==> src/rtl/vec_logic_pkg.sv <==
// rtl/vec_logic_pkg.sv - shared op/state encodings and the per-bit logic op
package vec_logic_pkg;

    localparam logic [1:0] OP_AND  = 2'd0;
    localparam logic [1:0] OP_OR   = 2'd1;
    localparam logic [1:0] OP_XOR  = 2'd2;
    localparam logic [1:0] OP_NAND = 2'd3;

    typedef enum logic [1:0] {
        ST_IDLE = 2'd0,
        ST_ACC  = 2'd1,
        ST_DONE = 2'd2
    } state_e;

    // Bit-level so callers of any WIDTH can apply it per bit without
    // width extension; NAND is therefore the full-width inverse of AND.
    function automatic logic vec_op(input logic [1:0] op, input logic x, input logic y);
        logic r;
        case (op)
            OP_AND:  r = x & y;
            OP_OR:   r = x | y;
            OP_XOR:  r = x ^ y;
            default: r = ~(x & y);
        endcase
        return r;
    endfunction

endpackage

==> src/rtl/vec_logic_stage.sv <==
// rtl/vec_logic_stage.sv - one registered pipeline stage carrying {valid, last, op, vec}
// Ports: clk, rst_n (async active-low); *_i stage inputs; *_o registered outputs.
module vec_logic_stage #(
    parameter int WIDTH = 8
) (
    input  logic             clk,
    input  logic             rst_n,
    input  logic             valid_i,
    input  logic             last_i,
    input  logic [1:0]       op_i,
    input  logic [WIDTH-1:0] vec_i,
    output logic             valid_o,
    output logic             last_o,
    output logic [1:0]       op_o,
    output logic [WIDTH-1:0] vec_o
);

    logic             valid_q;
    logic             last_q;
    logic [1:0]       op_q;
    logic [WIDTH-1:0] vec_q;

    always_ff @(posedge clk or negedge rst_n) begin
        if (!rst_n) begin
            valid_q <= 1'b0;
            last_q  <= 1'b0;
            op_q    <= 2'd0;
            vec_q   <= '0;
        end else begin
            valid_q <= valid_i;
            last_q  <= last_i;
            op_q    <= op_i;
            vec_q   <= vec_i;
        end
    end

    assign valid_o = valid_q;
    assign last_o  = last_q;
    assign op_o    = op_q;
    assign vec_o   = vec_q;

endmodule

==> src/rtl/vec_logic_pipe.sv <==
// rtl/vec_logic_pipe.sv - LAT-stage bitwise logic pipeline with per-packet accumulator
// Ports: clk, rst_n (async active-low); in_valid/in_last/op/a/b input beat;
// out_valid/out_last/out_vec/out_all/out_any final-stage beat;
// acc_valid/acc_vec/beat_cnt/acc_ovf completed-packet result.
module vec_logic_pipe
    import vec_logic_pkg::*;
#(
    parameter int WIDTH     = 8,
    parameter int LAT       = 2,
    parameter int MAX_BEATS = 15,
    parameter int CNT_W     = 4
) (
    input  logic             clk,
    input  logic             rst_n,
    input  logic             in_valid,
    input  logic             in_last,
    input  logic [1:0]       op,
    input  logic [WIDTH-1:0] a,
    input  logic [WIDTH-1:0] b,
    output logic             out_valid,
    output logic             out_last,
    output logic [WIDTH-1:0] out_vec,
    output logic             out_all,
    output logic             out_any,
    output logic             acc_valid,
    output logic [WIDTH-1:0] acc_vec,
    output logic [CNT_W-1:0] beat_cnt,
    output logic             acc_ovf
);

    logic [WIDTH-1:0] in_res;

    always_comb begin
        in_res = '0;
        for (int i = 0; i < WIDTH; i++) begin
            in_res[i] = vec_op(op, a[i], b[i]);
        end
    end

    // Index 0 is the raw input beat; index LAT is the final stage.
    logic             stg_valid [0:LAT];
    logic             stg_last  [0:LAT];
    logic [1:0]       stg_op    [0:LAT];
    logic [WIDTH-1:0] stg_vec   [0:LAT];

    assign stg_valid[0] = in_valid;
    assign stg_last[0]  = in_last;
    assign stg_op[0]    = op;
    assign stg_vec[0]   = in_res;

    for (genvar s = 0; s < LAT; s++) begin : g_stage
        vec_logic_stage #(.WIDTH(WIDTH)) u_stage (
            .clk     (clk),
            .rst_n   (rst_n),
            .valid_i (stg_valid[s]),
            .last_i  (stg_last[s]),
            .op_i    (stg_op[s]),
            .vec_i   (stg_vec[s]),
            .valid_o (stg_valid[s+1]),
            .last_o  (stg_last[s+1]),
            .op_o    (stg_op[s+1]),
            .vec_o   (stg_vec[s+1])
        );
    end

    assign out_valid = stg_valid[LAT];
    assign out_last  = stg_last[LAT];
    assign out_vec   = stg_vec[LAT];
    // Reductions of the final-stage register, so they align with out_vec.
    assign out_all   = &stg_vec[LAT];
    assign out_any   = |stg_vec[LAT];

    state_e           state_q, state_d;
    logic [WIDTH-1:0] acc_vec_q, acc_vec_d;
    logic [1:0]       acc_op_q, acc_op_d;
    logic [CNT_W-1:0] beat_cnt_q, beat_cnt_d;
    logic             acc_ovf_q, acc_ovf_d;

    logic [WIDTH-1:0] fold_vec;
    logic [1:0]       start_op;

    always_comb begin
        fold_vec = '0;
        for (int i = 0; i < WIDTH; i++) begin
            fold_vec[i] = vec_op(acc_op_q, acc_vec_q[i], out_vec[i]);
        end
    end

    // A NAND packet folds later beats with AND; only the first beat is inverted.
    assign start_op = (stg_op[LAT] == OP_NAND) ? OP_AND : stg_op[LAT];

    always_comb begin
        state_d    = state_q;
        acc_vec_d  = acc_vec_q;
        acc_op_d   = acc_op_q;
        beat_cnt_d = beat_cnt_q;
        acc_ovf_d  = acc_ovf_q;
        case (state_q)
            // DONE shares the IDLE load so a beat right after a packet's last is kept.
            ST_IDLE, ST_DONE: begin
                state_d = ST_IDLE;
                if (out_valid) begin
                    acc_vec_d  = out_vec;
                    acc_op_d   = start_op;
                    beat_cnt_d = CNT_W'(1);
                    acc_ovf_d  = 1'b0;
                    state_d    = out_last ? ST_DONE : ST_ACC;
                end
            end
            ST_ACC: begin
                if (out_valid) begin
                    acc_vec_d = fold_vec;
                    if (beat_cnt_q == CNT_W'(MAX_BEATS)) begin
                        acc_ovf_d = 1'b1;
                    end else begin
                        beat_cnt_d = beat_cnt_q + CNT_W'(1);
                    end
                    if (out_last) begin
                        state_d = ST_DONE;
                    end
                end
            end
            default: state_d = ST_IDLE;
        endcase
    end

    always_ff @(posedge clk or negedge rst_n) begin
        if (!rst_n) begin
            state_q    <= ST_IDLE;
            acc_vec_q  <= '0;
            acc_op_q   <= OP_AND;
            beat_cnt_q <= '0;
            acc_ovf_q  <= 1'b0;
        end else begin
            state_q    <= state_d;
            acc_vec_q  <= acc_vec_d;
            acc_op_q   <= acc_op_d;
            beat_cnt_q <= beat_cnt_d;
            acc_ovf_q  <= acc_ovf_d;
        end
    end

    assign acc_valid = (state_q == ST_DONE);
    assign acc_vec   = acc_vec_q;
    assign beat_cnt  = beat_cnt_q;
    assign acc_ovf   = acc_ovf_q;

endmodule
==> config.mk <==
export PLATFORM = sky130hd
export DESIGN_NAME = vec_logic_pipe
export DESIGN_NICKNAME = d
export VERILOG_FILES = /design/src/rtl/vec_logic_pkg.sv /design/src/rtl/vec_logic_stage.sv /design/src/rtl/vec_logic_pipe.sv
export SDC_FILE = /design/constraint.sdc
export NUM_CORES = 1
export LEC_CHECK = 0
export ABC_AREA = 1
export BUFFER_PORTS_ARGS = -buffer_cell sky130_fd_sc_hd__buf_4
export CORE_UTILIZATION = 25
export DETAILED_ROUTE_END_ITERATION = 16
export PLACE_DENSITY_LB_ADDON = 0.12
export SYNTH_ARGS = -nofsm -noshare
export SYNTH_HDL_FRONTEND = slang
export SYNTH_HIERARCHICAL = 1
export SYNTH_SLANG_ARGS = --single-unit
==> constraint.sdc <==
create_clock -name clk -period 2.8 [get_ports clk]
set_input_delay 0.14 -clock clk [delete_from_list [all_inputs] [get_ports clk]]
set_output_delay 0.14 -clock clk [all_outputs]
set_load 0.1 [all_outputs]
==> metrics.md <==
| Metric | Value |
|---|---|
| Finished Layout Cells | 475 |
| Mapped Cells | 290 |
| Hold endpoint | g_stage[0].u_stage/vec_o[5] |
| Final hold vios | 0 |
| Final period utilization | 56.8% |
| Vias per cell | 4.09 |
| Layout cells sized above 1 | 22.3% |
| Min-Delay Path Class | input port to flop |
| H-tree depth | 2 |
| LEAKAGE | 1.63 nW |
| Hold path cells | 4 |
| Pin count of the biggest net entering global routing | 42 |
| Syn Nets | 345 |
| Nets | 400 |
| Drt pass-1 iters | 4 |
| Max incr delay on CP | 0.45 ns |
| DR iter-0 viols | 80 |
| Max Clock Skew | 0.00385 ns |
| Comb power frac | 39.9% |
| Post-synth top cells | nand2_1, inv_1, dfrtp_1, ha_1, nor2_1 |
| CP Cell Sequence | nor4_1 > nand2_1 > buf_4 |
| Clock buffer depth | 2 |
| Vias in the first global route | 1848 |
| Flop pwr share | 36.4% |
| CP Data Arrival Time | 1.45 ns |
| Residual antenna-violating net count after detailed routing | 0 |
| Slew HR | 60.3% |
| Post-CTS setup buffers | 0 |
| Antenna violations before repair | 0 |
| Storage cell area | 1030 sq um |
| I/O Pins | 48 |
| Total CTS buffers | 5 |
| Clock Latency Late Sink | 0.30 ns |
| Post-synth ARST share | 100% |
| Power density cells | 676 nW/um^2 |
| Cell taking the most area after synthesis | dfrtp_1 |
| Worst Hold Launch | b[5] |
| WL per Instance | 11.4 um |
| Post-synth EDFFs | 0 |
| Core ar. | 9370 sq um |
| # setup viols final | 0 |
| Warnings, synthesis | 6 |
| P_int | 0.00115 W |
| Clock power frac | 23.7% |
| Share of the synthesized area in the top cell type | 42.0% |
| Post-synth cell types | 25 |
| Inst Count DP | 462 |
| CTS Hold Bufs | 5 |
| Status | finished, final reports clean |
| Hpwl dp | 3980 um |
| Main synth FF type | dfrtp_1 |
| Max Cap Viol | 0 |
| Register area share after synthesis | 42.0% |
| Worst-path maximum fanout | 5 |
| Clock Pin Slew Worst Setup and Hold Paths | 0.09 ns |
| Max Slew Vio Count | 0 |
| Worst slew pin tran | 0.594 ns |
| GR Util All Layers | 11.5% |
| Routed wire length | 5390 um |
| Row cnt | 35 |
| FF-to-FF path depth | 4 |
| Max Fclk | 628 MHz |
| Root buffer cell | clkbuf_8 |
| Setup_tns | 0 ns |
| Via count | 1945 |
| Crit end category | output pin |
| N_diodes | 0 |
| Crit path time final | 1.59 ns |
| Global route overflow | 0 |
| Sw Ratio | 45.0% |
| CP Class | flop to output pin |
| Psw | 0.000939 W |
| Port Buf Inserts | 47 |
| DRC Markers | 0 |
| First-pass GRT wire length | 8940 um |
| CP Launch Type | flop |
| Syn Area/Cell | 8.43 sq um |
| Chip width | 101 um |
| Height of the die | 101 um |
| Die Area | 10200 sq um |
| Starting density of the core | 26.1% |
| Synth top area cells | dfrtp_1, ha_1, nand2_1 |
| RSZ-0062 raised after global routing | false |
| Routability cong. | 0.759 |
| VDD IR max | 0.000198 V |
| Synth Register Bits | 41 |
| Clock sink total | 41 |
| Worst EP required | 2.66 ns |
| Fill cells | 1042 |
| Resized Gates After CTS | 0 |
| Worst R2R End | beat_cnt[3] |
| Synth Cell Area | 2440 sq um |
| Critical-path top delay cell | dfrtp_1 |
| Area occupied by multi-input gates | 1170 sq um |
| Post-DP Area | 2920 sq um |
| CTS tree | built |
| FF-to-FF Start | beat_cnt[0] |
| Count leader, synth | nand2_1 |
| Cell area after layout | 3090 sq um |
| R2r setup slk | 1.46 ns |
| Area grow syn2layout | 26.3% |
==> registers in the layout, summed over array words and instances, names as in the netlist <==
signal	cells
acc_op_q	2
g_stage.u_stage/op_o	4
beat_cnt	4
g_stage.u_stage/vec_o	16
state_q	2
acc_ovf	1
acc_vec	8
g_stage.u_stage/last_o	2
g_stage.u_stage/valid_o	2
==> area by class of cell <==
| class | instances | share of cell area (%) |
|---|---|---|
| tap | 129 | 5.23 |
| clock inverter | 3 | 1.42 |
| inverter | 56 | 6.81 |
| sequential | 41 | 33.3 |
| multi-input combinational | 189 | 38.0 |
| timing repair buffer | 52 | 13.1 |
| clock buffer | 5 | 2.23 |
==> worst max-delay path, delay by kind of cell, from the launching register on <==
family,cells,cell delay [ns]
DFF,1,0.45
buffers and inverters,1,0.25
and+or+nand+nor,2,0.46
==> stage by stage <==
| stage | hold slack, ns | util (%) | setup WS [ns] | total power, W |
|---|---|---|---|---|
| final | 0.232 | 32.9 | 1.21 | 0.00209 |
| after global routing | 0.248 | 32.9 | 1.11 | 0.00223 |
| after CTS | 0.225 | 32.9 | 1.15 | 0.00212 |
| after detailed placement | 0.168 | 31.2 | 1.45 | 0.00161 |
| after global placement | 0.171 | 31.2 | 1.47 | 0.00161 |
| after floorplan | -0.156 | - | 0.227 | 0.00140 |
==> worst max path at each step <==
stage,from,end,slack (ns),cells after the start
2_1_floorplan,g_stage[1].u_stage/vec_o[3],out_all,0.23,2
3_3_place_gp,g_stage[1].u_stage/vec_o[4],acc_vec[4],1.47,6
3_5_place_dp,state_q[1],beat_cnt[3],1.45,5
4_1_cts,g_stage[1].u_stage/vec_o[4],out_any,1.15,3
5_1_grt,g_stage[1].u_stage/vec_o[4],out_any,1.11,3
6_report,g_stage[1].u_stage/vec_o[4],out_any,1.21,3
==> cell families (layout without fill, tap and decap cells) <==
| family | after synthesis | in the layout | synth area share (%) |
|---|---|---|---|
| AOI/OAI and AO/OA | 36 | 36 | 8.96 |
| xor gates and xnor gates | 1 | 1 | 0.358 |
| adders and majority gates | 33 | 33 | 16.9 |
| buffers and inverters | 60 | 116 | 10.0 |
| DFF | 41 | 41 | 42.0 |
| and+or+nand+nor | 119 | 119 | 21.8 |
==> routing by layer <==
layer	vias to the layer above	GRT usage [%]	wire length, um
li1	1024	-	-
met1	881	13.8	2460
met2	35	20.0	2620
met3	5	2.91	248
met4	0	3.68	63
met5	-	0	0
==> power by group through the flow <==
stage               logic, W  registers [W]  clock network, W
floorplan           0.000282        0.00112                 0
global placement    0.000835       0.000772                 0
detailed placement  0.000835       0.000775                 0
CTS                 0.000844       0.000764          0.000514
global route        0.000901       0.000776          0.000551
finish              0.000832       0.000760          0.000494
==> placed cells by master (no fill, tap or decap), drive strengths merged, types with 2 or more instances in the layout <==
| cell | instances |
|---|---|
| nand2 | 75 |
| dfrtp | 41 |
| or2 | 8 |
| clkbuf | 5 |
| buf | 47 |
| o21ai | 18 |
| nor2 | 19 |
| nand3 | 12 |
| ha | 33 |
| nand4 | 3 |
| o2111ai | 8 |
| nor4 | 2 |
| a21oi | 8 |
| dlygate4sd3 | 5 |
| inv | 57 |
No activity file was read; power rests on OpenSTA's default activity.
